<file path="config.mk">
export PLATFORM = sky130hd
export DESIGN_NAME = ps2_mouse_rx_flat
export DESIGN_NICKNAME = d
export VERILOG_FILES = /design/src/rtl/ps2_mouse_rx_pkg.sv /design/src/rtl/ps2_mouse_rx_if.sv /design/src/rtl/ps2_mouse_rx_byte.sv /design/src/rtl/ps2_mouse_rx.sv /design/src/flat_wrapper.sv
export SDC_FILE = /design/constraint.sdc
export NUM_CORES = 1
export LEC_CHECK = 0
export CAP_MARGIN = 0
export CORE_MARGIN = 4
export CORE_UTILIZATION = 42
export CTS_BUF_LIST = sky130_fd_sc_hd__clkbuf_4 sky130_fd_sc_hd__clkbuf_8
export DETAILED_ROUTE_END_ITERATION = 10
export PLACE_DENSITY_LB_ADDON = 0.1
export SLEW_MARGIN = 20
export SYNTH_ARGS = -nofsm -noshare
export SYNTH_HDL_FRONTEND = slang
export SYNTH_SLANG_ARGS = --single-unit
</file>
<file path="constraint.sdc">
create_clock -name clk -period 3.6 [get_ports clk]
set_clock_uncertainty 0.2 [all_clocks]
set_input_delay 1.08 -clock clk [delete_from_list [all_inputs] [get_ports clk]]
set_output_delay 1.08 -clock clk [all_outputs]
set_load 0.1 [all_outputs]
</file>
<file path="src/rtl/ps2_mouse_rx_pkg.sv">
// rtl/ps2_mouse_rx_pkg.sv - shared types, bit positions and delta conversion for the PS/2 mouse receiver
package ps2_mouse_rx_pkg;

   localparam int FRAME_BITS   = 11;
   localparam int DATA_BITS    = FRAME_BITS - 3;
   localparam int B0_ALIGN_BIT = 3;
   localparam int B0_XS_BIT    = 4;
   localparam int B0_YS_BIT    = 5;
   localparam int B0_XO_BIT    = 6;
   localparam int B0_YO_BIT    = 7;

   typedef enum logic [1:0] {IDLE, SHIFT, PARITY, STOP} byte_state_t;
   typedef enum logic [1:0] {B0, B1, B2} pkt_state_t;

   // 9-bit two's-complement delta to {sign, magnitude}; -256 and overflow clamp to 255
   function automatic logic [8:0] to_sign_mag(input logic s, input logic ovf, input logic [7:0] b);
      logic [8:0] d;
      logic [8:0] mag;
      d   = {s, b};
      mag = s ? (~d + 9'd1) : d;
      if (ovf || mag[8]) return {s, 8'hFF};
      return {s, mag[7:0]};
   endfunction

endpackage

</file>
<file path="src/rtl/ps2_mouse_rx_if.sv">
// rtl/ps2_mouse_rx_if.sv - PS/2 pad inputs and decoded mouse packet outputs
interface ps2_mouse_rx_if;
   logic       ps2_clk_i;
   logic       ps2_data_i;
   logic [7:0] mouse_x;
   logic       is_mouse_x_neg;
   logic [7:0] mouse_y;
   logic       is_mouse_y_neg;
   logic [2:0] mouse_btn;
   logic       mouse_valid;
   logic       rx_err;

   modport slave (
      input  ps2_clk_i, ps2_data_i,
      output mouse_x, is_mouse_x_neg, mouse_y, is_mouse_y_neg, mouse_btn, mouse_valid, rx_err
   );

   modport master (
      output ps2_clk_i, ps2_data_i,
      input  mouse_x, is_mouse_x_neg, mouse_y, is_mouse_y_neg, mouse_btn, mouse_valid, rx_err
   );
endinterface

</file>
<file path="src/rtl/ps2_mouse_rx_byte.sv">
// rtl/ps2_mouse_rx_byte.sv - pad synchronisers, ps2_clk deglitch filter, 11-bit frame FSM and inactivity timeout
module ps2_mouse_rx_byte
   import ps2_mouse_rx_pkg::*;
#(
   parameter int CLK_HZ     = 36_000_000,
   parameter int TIMEOUT_US = 2000,
   parameter int FILTER_LEN = 8
) (
   input  logic       clk,
   input  logic       rst,
   input  logic       i_ps2_clk,
   input  logic       i_ps2_data,
   input  logic       i_pkt_busy,
   output logic [7:0] o_byte,
   output logic       o_byte_valid,
   output logic       o_byte_err
);

   localparam int TO_LIMIT = (CLK_HZ / 1_000_000) * TIMEOUT_US;
   localparam int TO_W     = $clog2(TO_LIMIT + 1);
   localparam int FW       = $clog2(FILTER_LEN);

   logic [1:0]            r_clk_sync, r_dat_sync;
   logic                  r_clk_filt;
   logic [FW-1:0]         r_filt_cnt;
   logic [FILTER_LEN-1:0] r_dat_pipe;
   logic                  r_fall, r_fall_dat;
   byte_state_t           r_state, w_state_nxt;
   logic [2:0]            r_bit_cnt;
   logic [7:0]            r_shift;
   logic                  r_par;
   logic [TO_W-1:0]       r_to_cnt;
   logic                  r_byte_valid, r_byte_err;
   logic                  w_accept, w_busy, w_timeout, w_done, w_perr;

   assign w_accept  = (r_clk_sync[1] != r_clk_filt) && (r_filt_cnt == FW'(FILTER_LEN - 1));
   assign w_busy    = (r_state != IDLE) || i_pkt_busy;
   assign w_timeout = w_busy && !r_fall && (r_to_cnt == TO_W'(TO_LIMIT));

   always_ff @(posedge clk) begin
      if (rst) begin
         r_clk_sync <= 2'b11;
         r_dat_sync <= 2'b11;
         r_dat_pipe <= '1;
         r_clk_filt <= 1'b1;
         r_filt_cnt <= '0;
         r_fall     <= 1'b0;
         r_fall_dat <= 1'b1;
      end else begin
         r_clk_sync <= {r_clk_sync[0], i_ps2_clk};
         r_dat_sync <= {r_dat_sync[0], i_ps2_data};
         r_dat_pipe <= {r_dat_pipe[FILTER_LEN-2:0], r_dat_sync[1]};
         if (r_clk_sync[1] == r_clk_filt) begin
            r_filt_cnt <= '0;
         end else if (w_accept) begin
            r_clk_filt <= r_clk_sync[1];
            r_filt_cnt <= '0;
         end else begin
            r_filt_cnt <= r_filt_cnt + 1'b1;
         end
         // data is taken from the same age as the clock level that just got accepted
         r_fall     <= w_accept && r_clk_filt;
         r_fall_dat <= r_dat_pipe[FILTER_LEN-1];
      end
   end

   always_ff @(posedge clk) begin
      if (rst || r_fall || !w_busy || w_timeout) r_to_cnt <= '0;
      else if (r_to_cnt != TO_W'(TO_LIMIT))      r_to_cnt <= r_to_cnt + 1'b1;
   end

   always_ff @(posedge clk) begin
      if (rst) r_state <= IDLE;
      else     r_state <= w_state_nxt;
   end

   always_comb begin
      w_state_nxt = r_state;
      w_done      = 1'b0;
      w_perr      = 1'b0;
      if (w_timeout) begin
         w_state_nxt = IDLE;
      end else if (r_fall) begin
         case (r_state)
            IDLE:    if (!r_fall_dat) w_state_nxt = SHIFT;
            SHIFT:   if (r_bit_cnt == 3'(DATA_BITS - 1)) w_state_nxt = PARITY;
            PARITY:  w_state_nxt = STOP;
            STOP: begin
               w_state_nxt = IDLE;
               if (r_fall_dat && (^{r_shift, r_par})) w_done = 1'b1;
               else                                   w_perr = 1'b1;
            end
            default: w_state_nxt = IDLE;
         endcase
      end
   end

   always_ff @(posedge clk) begin
      if (rst) begin
         r_bit_cnt    <= '0;
         r_shift      <= '0;
         r_par        <= 1'b0;
         r_byte_valid <= 1'b0;
         r_byte_err   <= 1'b0;
      end else begin
         r_byte_valid <= w_done;
         r_byte_err   <= w_perr || w_timeout;
         if (r_fall) begin
            if (r_state == IDLE) r_bit_cnt <= '0;
            if (r_state == SHIFT) begin
               r_shift   <= {r_fall_dat, r_shift[7:1]};
               r_bit_cnt <= r_bit_cnt + 1'b1;
            end
            if (r_state == PARITY) r_par <= r_fall_dat;
         end
      end
   end

   assign o_byte       = r_shift;
   assign o_byte_valid = r_byte_valid;
   assign o_byte_err   = r_byte_err;

endmodule

</file>
<file path="src/rtl/ps2_mouse_rx.sv">
// rtl/ps2_mouse_rx.sv - PS/2 mouse receiver top: 3-byte packet assembly and sign-magnitude outputs
module ps2_mouse_rx
   import ps2_mouse_rx_pkg::*;
#(
   parameter int CLK_HZ     = 36_000_000,
   parameter int TIMEOUT_US = 2000,
   parameter int FILTER_LEN = 8
) (
   input  logic          clk,
   input  logic          rst,
   ps2_mouse_rx_if.slave bus
);

   logic [7:0] w_byte;
   logic       w_byte_valid, w_byte_err, w_align_err;
   logic [8:0] w_sm_x, w_sm_y;
   pkt_state_t r_pkt_state, w_pkt_nxt;
   logic [2:0] r_btn;
   logic       r_xs, r_ys, r_xo, r_yo;
   logic [7:0] r_xlo;
   logic [7:0] r_mouse_x, r_mouse_y;
   logic       r_x_neg, r_y_neg;
   logic [2:0] r_mouse_btn;
   logic       r_valid, r_err;

   ps2_mouse_rx_byte #(
      .CLK_HZ     (CLK_HZ),
      .TIMEOUT_US (TIMEOUT_US),
      .FILTER_LEN (FILTER_LEN)
   ) u_byte (
      .clk          (clk),
      .rst          (rst),
      .i_ps2_clk    (bus.ps2_clk_i),
      .i_ps2_data   (bus.ps2_data_i),
      .i_pkt_busy   (r_pkt_state != B0),
      .o_byte       (w_byte),
      .o_byte_valid (w_byte_valid),
      .o_byte_err   (w_byte_err)
   );

   assign w_sm_x = to_sign_mag(r_xs, r_xo, r_xlo);
   assign w_sm_y = to_sign_mag(r_ys, r_yo, w_byte);

   always_ff @(posedge clk) begin
      if (rst) r_pkt_state <= B0;
      else     r_pkt_state <= w_pkt_nxt;
   end

   always_comb begin
      w_pkt_nxt   = r_pkt_state;
      w_align_err = 1'b0;
      if (w_byte_err) begin
         w_pkt_nxt = B0;
      end else if (w_byte_valid) begin
         case (r_pkt_state)
            B0: begin
               if (w_byte[B0_ALIGN_BIT]) w_pkt_nxt   = B1;
               else                      w_align_err = 1'b1;
            end
            B1:      w_pkt_nxt = B2;
            B2:      w_pkt_nxt = B0;
            default: w_pkt_nxt = B0;
         endcase
      end
   end

   always_ff @(posedge clk) begin
      if (rst) begin
         r_btn       <= '0;
         r_xs        <= 1'b0;
         r_ys        <= 1'b0;
         r_xo        <= 1'b0;
         r_yo        <= 1'b0;
         r_xlo       <= '0;
         r_mouse_x   <= '0;
         r_mouse_y   <= '0;
         r_x_neg     <= 1'b0;
         r_y_neg     <= 1'b0;
         r_mouse_btn <= '0;
         r_valid     <= 1'b0;
         r_err       <= 1'b0;
      end else begin
         r_err   <= w_byte_err || w_align_err;
         r_valid <= 1'b0;
         if (w_byte_valid && !w_byte_err) begin
            if (r_pkt_state == B0 && w_byte[B0_ALIGN_BIT]) begin
               r_btn <= w_byte[2:0];
               r_xs  <= w_byte[B0_XS_BIT];
               r_ys  <= w_byte[B0_YS_BIT];
               r_xo  <= w_byte[B0_XO_BIT];
               r_yo  <= w_byte[B0_YO_BIT];
            end
            if (r_pkt_state == B1) r_xlo <= w_byte;
            // Y conversion uses the live byte so the whole packet lands together with the strobe
            if (r_pkt_state == B2) begin
               r_valid     <= 1'b1;
               r_mouse_btn <= r_btn;
               {r_x_neg, r_mouse_x} <= w_sm_x;
               {r_y_neg, r_mouse_y} <= w_sm_y;
            end
         end
      end
   end

   assign bus.mouse_x        = r_mouse_x;
   assign bus.is_mouse_x_neg = r_x_neg;
   assign bus.mouse_y        = r_mouse_y;
   assign bus.is_mouse_y_neg = r_y_neg;
   assign bus.mouse_btn      = r_mouse_btn;
   assign bus.mouse_valid    = r_valid;
   assign bus.rx_err         = r_err;

endmodule

</file>
<file path="src/flat_wrapper.sv">
// flat-port wrapper written by rule: the top's interface ports become plain ports
module ps2_mouse_rx_flat import ps2_mouse_rx_pkg::*;
#(
   parameter int CLK_HZ     = 36_000_000,
   parameter int TIMEOUT_US = 2000,
   parameter int FILTER_LEN = 8
)
  (clk, rst, bus_ps2_clk_i, bus_ps2_data_i, bus_mouse_x, bus_is_mouse_x_neg, bus_mouse_y, bus_is_mouse_y_neg, bus_mouse_btn, bus_mouse_valid, bus_rx_err);
  ps2_mouse_rx_if bus_i ();
  input  logic clk;
  input  logic rst;
  input wire logic [$bits(bus_i.ps2_clk_i)-1:0] bus_ps2_clk_i;
  input wire logic [$bits(bus_i.ps2_data_i)-1:0] bus_ps2_data_i;
  output wire logic [$bits(bus_i.mouse_x)-1:0] bus_mouse_x;
  output wire logic [$bits(bus_i.is_mouse_x_neg)-1:0] bus_is_mouse_x_neg;
  output wire logic [$bits(bus_i.mouse_y)-1:0] bus_mouse_y;
  output wire logic [$bits(bus_i.is_mouse_y_neg)-1:0] bus_is_mouse_y_neg;
  output wire logic [$bits(bus_i.mouse_btn)-1:0] bus_mouse_btn;
  output wire logic [$bits(bus_i.mouse_valid)-1:0] bus_mouse_valid;
  output wire logic [$bits(bus_i.rx_err)-1:0] bus_rx_err;
  assign bus_i.ps2_clk_i = bus_ps2_clk_i;
  assign bus_i.ps2_data_i = bus_ps2_data_i;
  assign bus_mouse_x = bus_i.mouse_x;
  assign bus_is_mouse_x_neg = bus_i.is_mouse_x_neg;
  assign bus_mouse_y = bus_i.mouse_y;
  assign bus_is_mouse_y_neg = bus_i.is_mouse_y_neg;
  assign bus_mouse_btn = bus_i.mouse_btn;
  assign bus_mouse_valid = bus_i.mouse_valid;
  assign bus_rx_err = bus_i.rx_err;
  ps2_mouse_rx #(.CLK_HZ(CLK_HZ), .TIMEOUT_US(TIMEOUT_US), .FILTER_LEN(FILTER_LEN)) u_core (.clk(clk), .rst(rst), .bus(bus_i));
endmodule
</file>
# Word-level counts from Yosys, hierarchy flattened
# Index checks and enable logic that the tools add are counted.
dict set report op_classes {
  muxes 25
  bitwise_logic 6
  add_sub_neg 5
  n_reduce_logical 38
  eq_ne 14
}
# op n
set op_table {}
lappend op_table {{2-to-1 mux 9 bit} 6}
lappend op_table {{adder 9 x 1 -> 9 bit (second input constant)} 2}
lappend op_table {{NOT 9 bit} 2}
lappend op_table {{adder 17 x 1 -> 17 bit (second input constant)} 1}
lappend op_table {{== test 17 bit (second input constant)} 1}
lappend op_table {{!= test 17 bit (second input constant)} 1}
lappend op_table {{AND reduction 2 bit} 8}
lappend op_table {{2-to-1 mux 1 bit} 12}
lappend op_table {{XOR reduction 9 bit} 1}
lappend op_table {{logical OR 1 bit} 8}
lappend op_table {{case mux 2 bit (4 select lines)} 1}
lappend op_table {{logical AND 1 bit} 7}
lappend op_table {{adder 3 x 1 -> 3 bit (second input constant)} 2}
lappend op_table {{== test 2 bit (second input constant)} 3}
lappend op_table {{== test 3 bit (second input constant)} 2}
lappend op_table {{2-to-1 mux 2 bit} 3}
lappend op_table {{2-to-1 mux 3 bit} 2}
lappend op_table {{!= test 2 bit (second input constant)} 3}
lappend op_table {{nonzero test 2 bit} 3}
lappend op_table {{OR reduction 2 bit} 3}
lappend op_table {{== test 2 x 1 -> 1 bit (second input constant)} 2}
lappend op_table {{zero test 2 bit} 2}
lappend op_table {{NOT 1 bit} 4}
lappend op_table {{case mux 2 bit (2 select lines)} 1}
lappend op_table {{other kinds (6)} 8}
dict set report word_totals {
  elab_cells 116
  regBits 91
}

# Longest topological paths before layout
dict set report depth {
  depth_word 7
  mapped_depth 7
}

# Modules after synthesis
# Synthesis repeated with hierarchy kept, for this count alone.
dict set report hier_totals {
  hier_cells 427
  hier_area_um2 3928.8
}
# mod instances area_each_um2 cells_per_inst
set modules_own_cells {}
lappend modules_own_cells {ps2_mouse_rx_byte 1 2173.3 232}
lappend modules_own_cells {ps2_mouse_rx 1 1755.4 195}

# Least setup slack after synthesis
# Ideal clock, no wire load.
dict set report synth_timing {
  kind {register -> output}
  start {reg u_core.r_x_neg (netlist: u_core.bus.is_mouse_x_neg)}
  end {out bus_is_mouse_x_neg}
  slack_ns 1.396
  t_arrival_ns 0.924
  t_required_ns 2.320
  path_stages_with_launch 1
  path_buffers 0
  cell_sequence {dfxtp_1}
}
# element line
set synth_rtl {}
lappend synth_rtl {{from (decl)} ps2_mouse_rx.sv:22} ;# logic r_x_neg, r_y_neg;
lappend synth_rtl {{from (signal assigned)} ps2_mouse_rx.sv:98} ;# {r_x_neg, r_mouse_x} <= w_sm_x;
lappend synth_rtl {{to (decl)} flat_wrapper.sv:15} ;# output wire logic [$bits(bus_i.is_mouse_x_neg)-1:0] bus_is_mouse_x_neg;
# No word-level cell between the ends.

# Final worst setup path
dict set report layout_timing {
  start {reg u_core.r_mouse_btn[1] (netlist: u_core.bus.mouse_btn[1])}
  end {out bus_mouse_btn[1]}
}
# element line
set layout_rtl {}
lappend layout_rtl {{from (decl)} ps2_mouse_rx.sv:23} ;# logic [2:0] r_mouse_btn;
lappend layout_rtl {{from (signal assigned)} ps2_mouse_rx.sv:97} ;# r_mouse_btn <= r_btn;
lappend layout_rtl {{to (decl)} flat_wrapper.sv:18} ;# output wire logic [$bits(bus_i.mouse_btn)-1:0] bus_mouse_btn;
# No word-level cell between the ends.

==> results.py <==
metrics = {
    "worst_setup_path": {
        "worst-path-max-fanout": 2,
        "rrSetupSlack_ns": 1.52,
        "worst-path-buf-inv": 1,
        "end_kind": "output pin",
        "max_stage_delay_ns": 0.34,
        "critPathLaunchType": "flop",
        "r2r_start": "u_core.u_byte.o_byte[3]$_SDFFE_PP0P_",
        "path_class": "reg -> out",
        "cp.arrival_ns": 0.99,
        "worstPathCellList": "buf_4",
        "worst_r2r_endpoint": "u_core.u_byte.o_byte_valid$_SDFF_PP0_",
        "path_delay_family": "flip-flops",
        "slowest_stage": "dfxtp_1",
        "r2r_cells": 5,
        "crit_required_ns": 2.32,
    },
    "placed_design": {
        "placed_area_sq_mm": 0.00417,
        "port-buffer-count": 26,
        "hpwlAfterDp_microns": 5160,
        "gp_congestion": 0.792,
    },
    "min_path": {
        "hp-class": "reg -> reg",
        "hold-path-cell-count": 1,
        "min_from": "u_core.u_byte.r_dat_pipe[6]$_SDFF_PP1_",
        "holdPathEnd": "u_core.u_byte.r_dat_pipe[7]$_SDFF_PP1_",
    },
    "synth": {
        "syn_nets": 454,
        "async_flop_share": 0,
        "ys_ff_latch": 91,
        "synth_area_sq_mm": 0.00392,
        "ys_warn_count": 0,
        "synthTopCellsByArea": "dfxtp_1, nand2_1, a21oi_1",
        "synthCells": 434,
        "ys_types": 55,
        "synth_edf_count": 0,
        "synth_top_area_cell": "dfxtp_1",
        "yosys_most_used_dff": "dfxtp_1",
        "synth.avg_cell_area_sq_um": 9.02,
        "yosys.area.top_type_share": 0.465,
        "ys_seq_area_frac": 0.465,
    },
    "cells_and_area": {
        "diodes": 0,
        "fill_cells": 855,
        "final_util": 0.498,
        "drive_above_1_share": 0.153,
        "nets": 473,
        "final_cell_area_sq_mm": 0.00443,
        "synthToLayoutAreaGrowth_pct": 13.1,
    },
    "sta": {
        "fmax_mhz": 440,
        "holdWs_ns": 0.208,
        "worst-slew-pin-transition_ns": 0.880,
        "rsz0062_at_grt": "false",
        "finalSetupViolCount": 0,
        "slew_headroom": 0.405,
        "min_period_ns": 2.27,
        "fin_crit_sh": 0.631,
        "setup_tns_ns": 0,
        "final_max_slew_viol_count": 0,
        "hold_viol": 0,
    },
    "drt": {
        "dr.pass1.iters": 4,
        "drc": 0,
        "vias": 2923,
        "wirelength_microns": 7460,
        "drt_iter0_markers": 45,
        "ant_nets": 0,
        "vias_per_cell": 5.16,
        "wire_per_inst_microns": 13.2,
    },
    "floorplan": {
        "io_pins": 27,
        "die_y_microns": 105,
        "start_util": 0.440,
        "die_area_sq_mm": 0.0109,
        "dieWidth_microns": 105,
        "core-area_sq_mm": 0.00889,
        "rows": 34,
    },
    "clock_tree": {
        "root_buffer": "clkbuf_8",
        "cts_inserted_buffers": 9,
        "clk_pin_slew_ns": 0.09,
        "cts_setup_buffers": 0,
        "clkSinkCount": 91,
        "h-tree-depth": 3,
        "clk_latency_ns": 0.35,
        "clockBufferDepth": 2,
        "cts_resized": 0,
        "cts_tree": "built",
        "ctsHoldBuffers": 0,
    },
    "global_route": {
        "grt_pass1_vias": 2941,
        "grt_max_degree": 52,
        "grtUsageTotal": 0.148,
        "grt_pass1_wl_microns": 13400,
        "antenna_found_initial": 0,
        "grt-ovfl-total": 0,
    },
    "power_and_ir_drop": {
        "p_total_mw": 1.89,
        "leakage_nw": 1.63,
        "ir_worst_vdd_mv": 0.197,
        "power_per_cell_area_mw_per_mm2": 427,
    },
    "run": {
        "drv_cap": 0,
    },
    "outcome": {
        "status": "finished clean",
    },
}
[how the worst max path moves through the flow]
stage / start / end / cells after the start
final: u_core.bus.mouse_btn[1]$_SDFFE_PP0P_ / bus_mouse_btn[1] / 1
after CTS: u_core.u_byte.r_to_cnt[0]$_SDFFE_PP0P_ / u_core.u_byte.r_to_cnt[12]$_SDFFE_PP0P_ / 6
after floorplan: u_core.bus.is_mouse_x_neg$_SDFFE_PP0P_ / bus_is_mouse_x_neg / 0
after global placement: rst / u_core.u_byte.r_to_cnt[15]$_SDFFE_PP0P_ / 4
after global routing: u_core.bus.mouse_btn[1]$_SDFFE_PP0P_ / bus_mouse_btn[1] / 1
after detailed placement: rst / u_core.u_byte.r_to_cnt[15]$_SDFFE_PP0P_ / 4
[layout make-up]
cell class / count / area [sq um] / area share
Timing Repair Buffer: 28 / 213 / 0.0480
Clock buffer: 10 / 138 / 0.0311
Clock inverter: 6 / 119 / 0.0269
Inverter: 21 / 78.8 / 0.0178
Sequential cell: 91 / 1820 / 0.412
Multi-Input combinational cell: 302 / 1920 / 0.434
Tap cell: 108 / 135 / 0.0305
[flip-flops by register name (all words and copies together), names as in the netlist, 8 cells and up]
signal	cells
u_core.u_byte.o_byte	8
u_core.r_xlo	8
u_core.u_byte.r_dat_pipe	8
u_core.bus.mouse_y	8
u_core.u_byte.r_to_cnt	17
u_core.bus.mouse_x	8
[placed cells by master, fill, tap and decap left out, types with 4 or more instances in the layout]
cell type	Yosys	layout
nor3_1	9	9
xnor2_1	17	17
o21ai_0	25	25
mux2i_1	8	8
nor3b_1	4	4
a21oi_1	43	43
dfxtp_1	91	91
or2_2	14	14
inv_1	21	21
xor2_1	12	12
nor2_1	28	28
nand2_1	59	59
ha_1	16	16
nor4_1	6	6
nand3_1	8	8
nand4_1	4	4
buf_4	2	25
clkbuf_8	1	10
[per-stage QoR]
stage | setup WS, ns | instances
global placement | 1.17 | 550
global route | 1.26 | 566
CTS | 1.24 | 566
detailed placement | 1.13 | 550
finish | 1.33 | 566
floorplan | 1.40 | 434
[routing by layer]
metal | share of wire | global-route usage
met1 | 0.46 | 0.173
met5 | 0 | 0
met2 | 0.49 | 0.262
met4 | 0.017 | 0.0674
met3 | 0.027 | 0.0277
[cell usage after synthesis (3+ instances only)]
cell type / number
dfxtp_1: 91
inv_1: 21
and3_1: 3
nor3b_1: 4
nor4_1: 6
o21ai_0: 25
and2_1: 3
or2_2: 14
nor3_1: 9
xor2_1: 12
or3_1: 3
clkbuf_1: 13
nand3_1: 8
nor4bb_1: 3
o31ai_1: 3
xnor2_1: 17
nand2_1: 59
a21oi_1: 43
ha_1: 16
nor2_1: 28
nand4_1: 4
mux2i_1: 8
[kinds of logic (layout without fill, tap and decap cells)]
kind of cell / after synthesis / after routing / share of synthesized area
adders and majority gates: 16 / 16 / 0.0511
buffers and inverters: 41 / 65 / 0.0463
xor gates and xnor gates: 30 / 30 / 0.0706
and+or+nand+nor: 165 / 165 / 0.226
muxes: 9 / 9 / 0.0233
AOI/OAI and AO/OA: 82 / 82 / 0.117
DFF: 91 / 91 / 0.465
[power breakdown]
part	switching [mW]	internal [mW]	total, mW
Clock	0.372	0.490	0.862
Sequential	0.00103	1.01	1.01
Combinational	0.0131	0.00601	0.0191
Note: power is estimated with default switching activity, not from simulation.
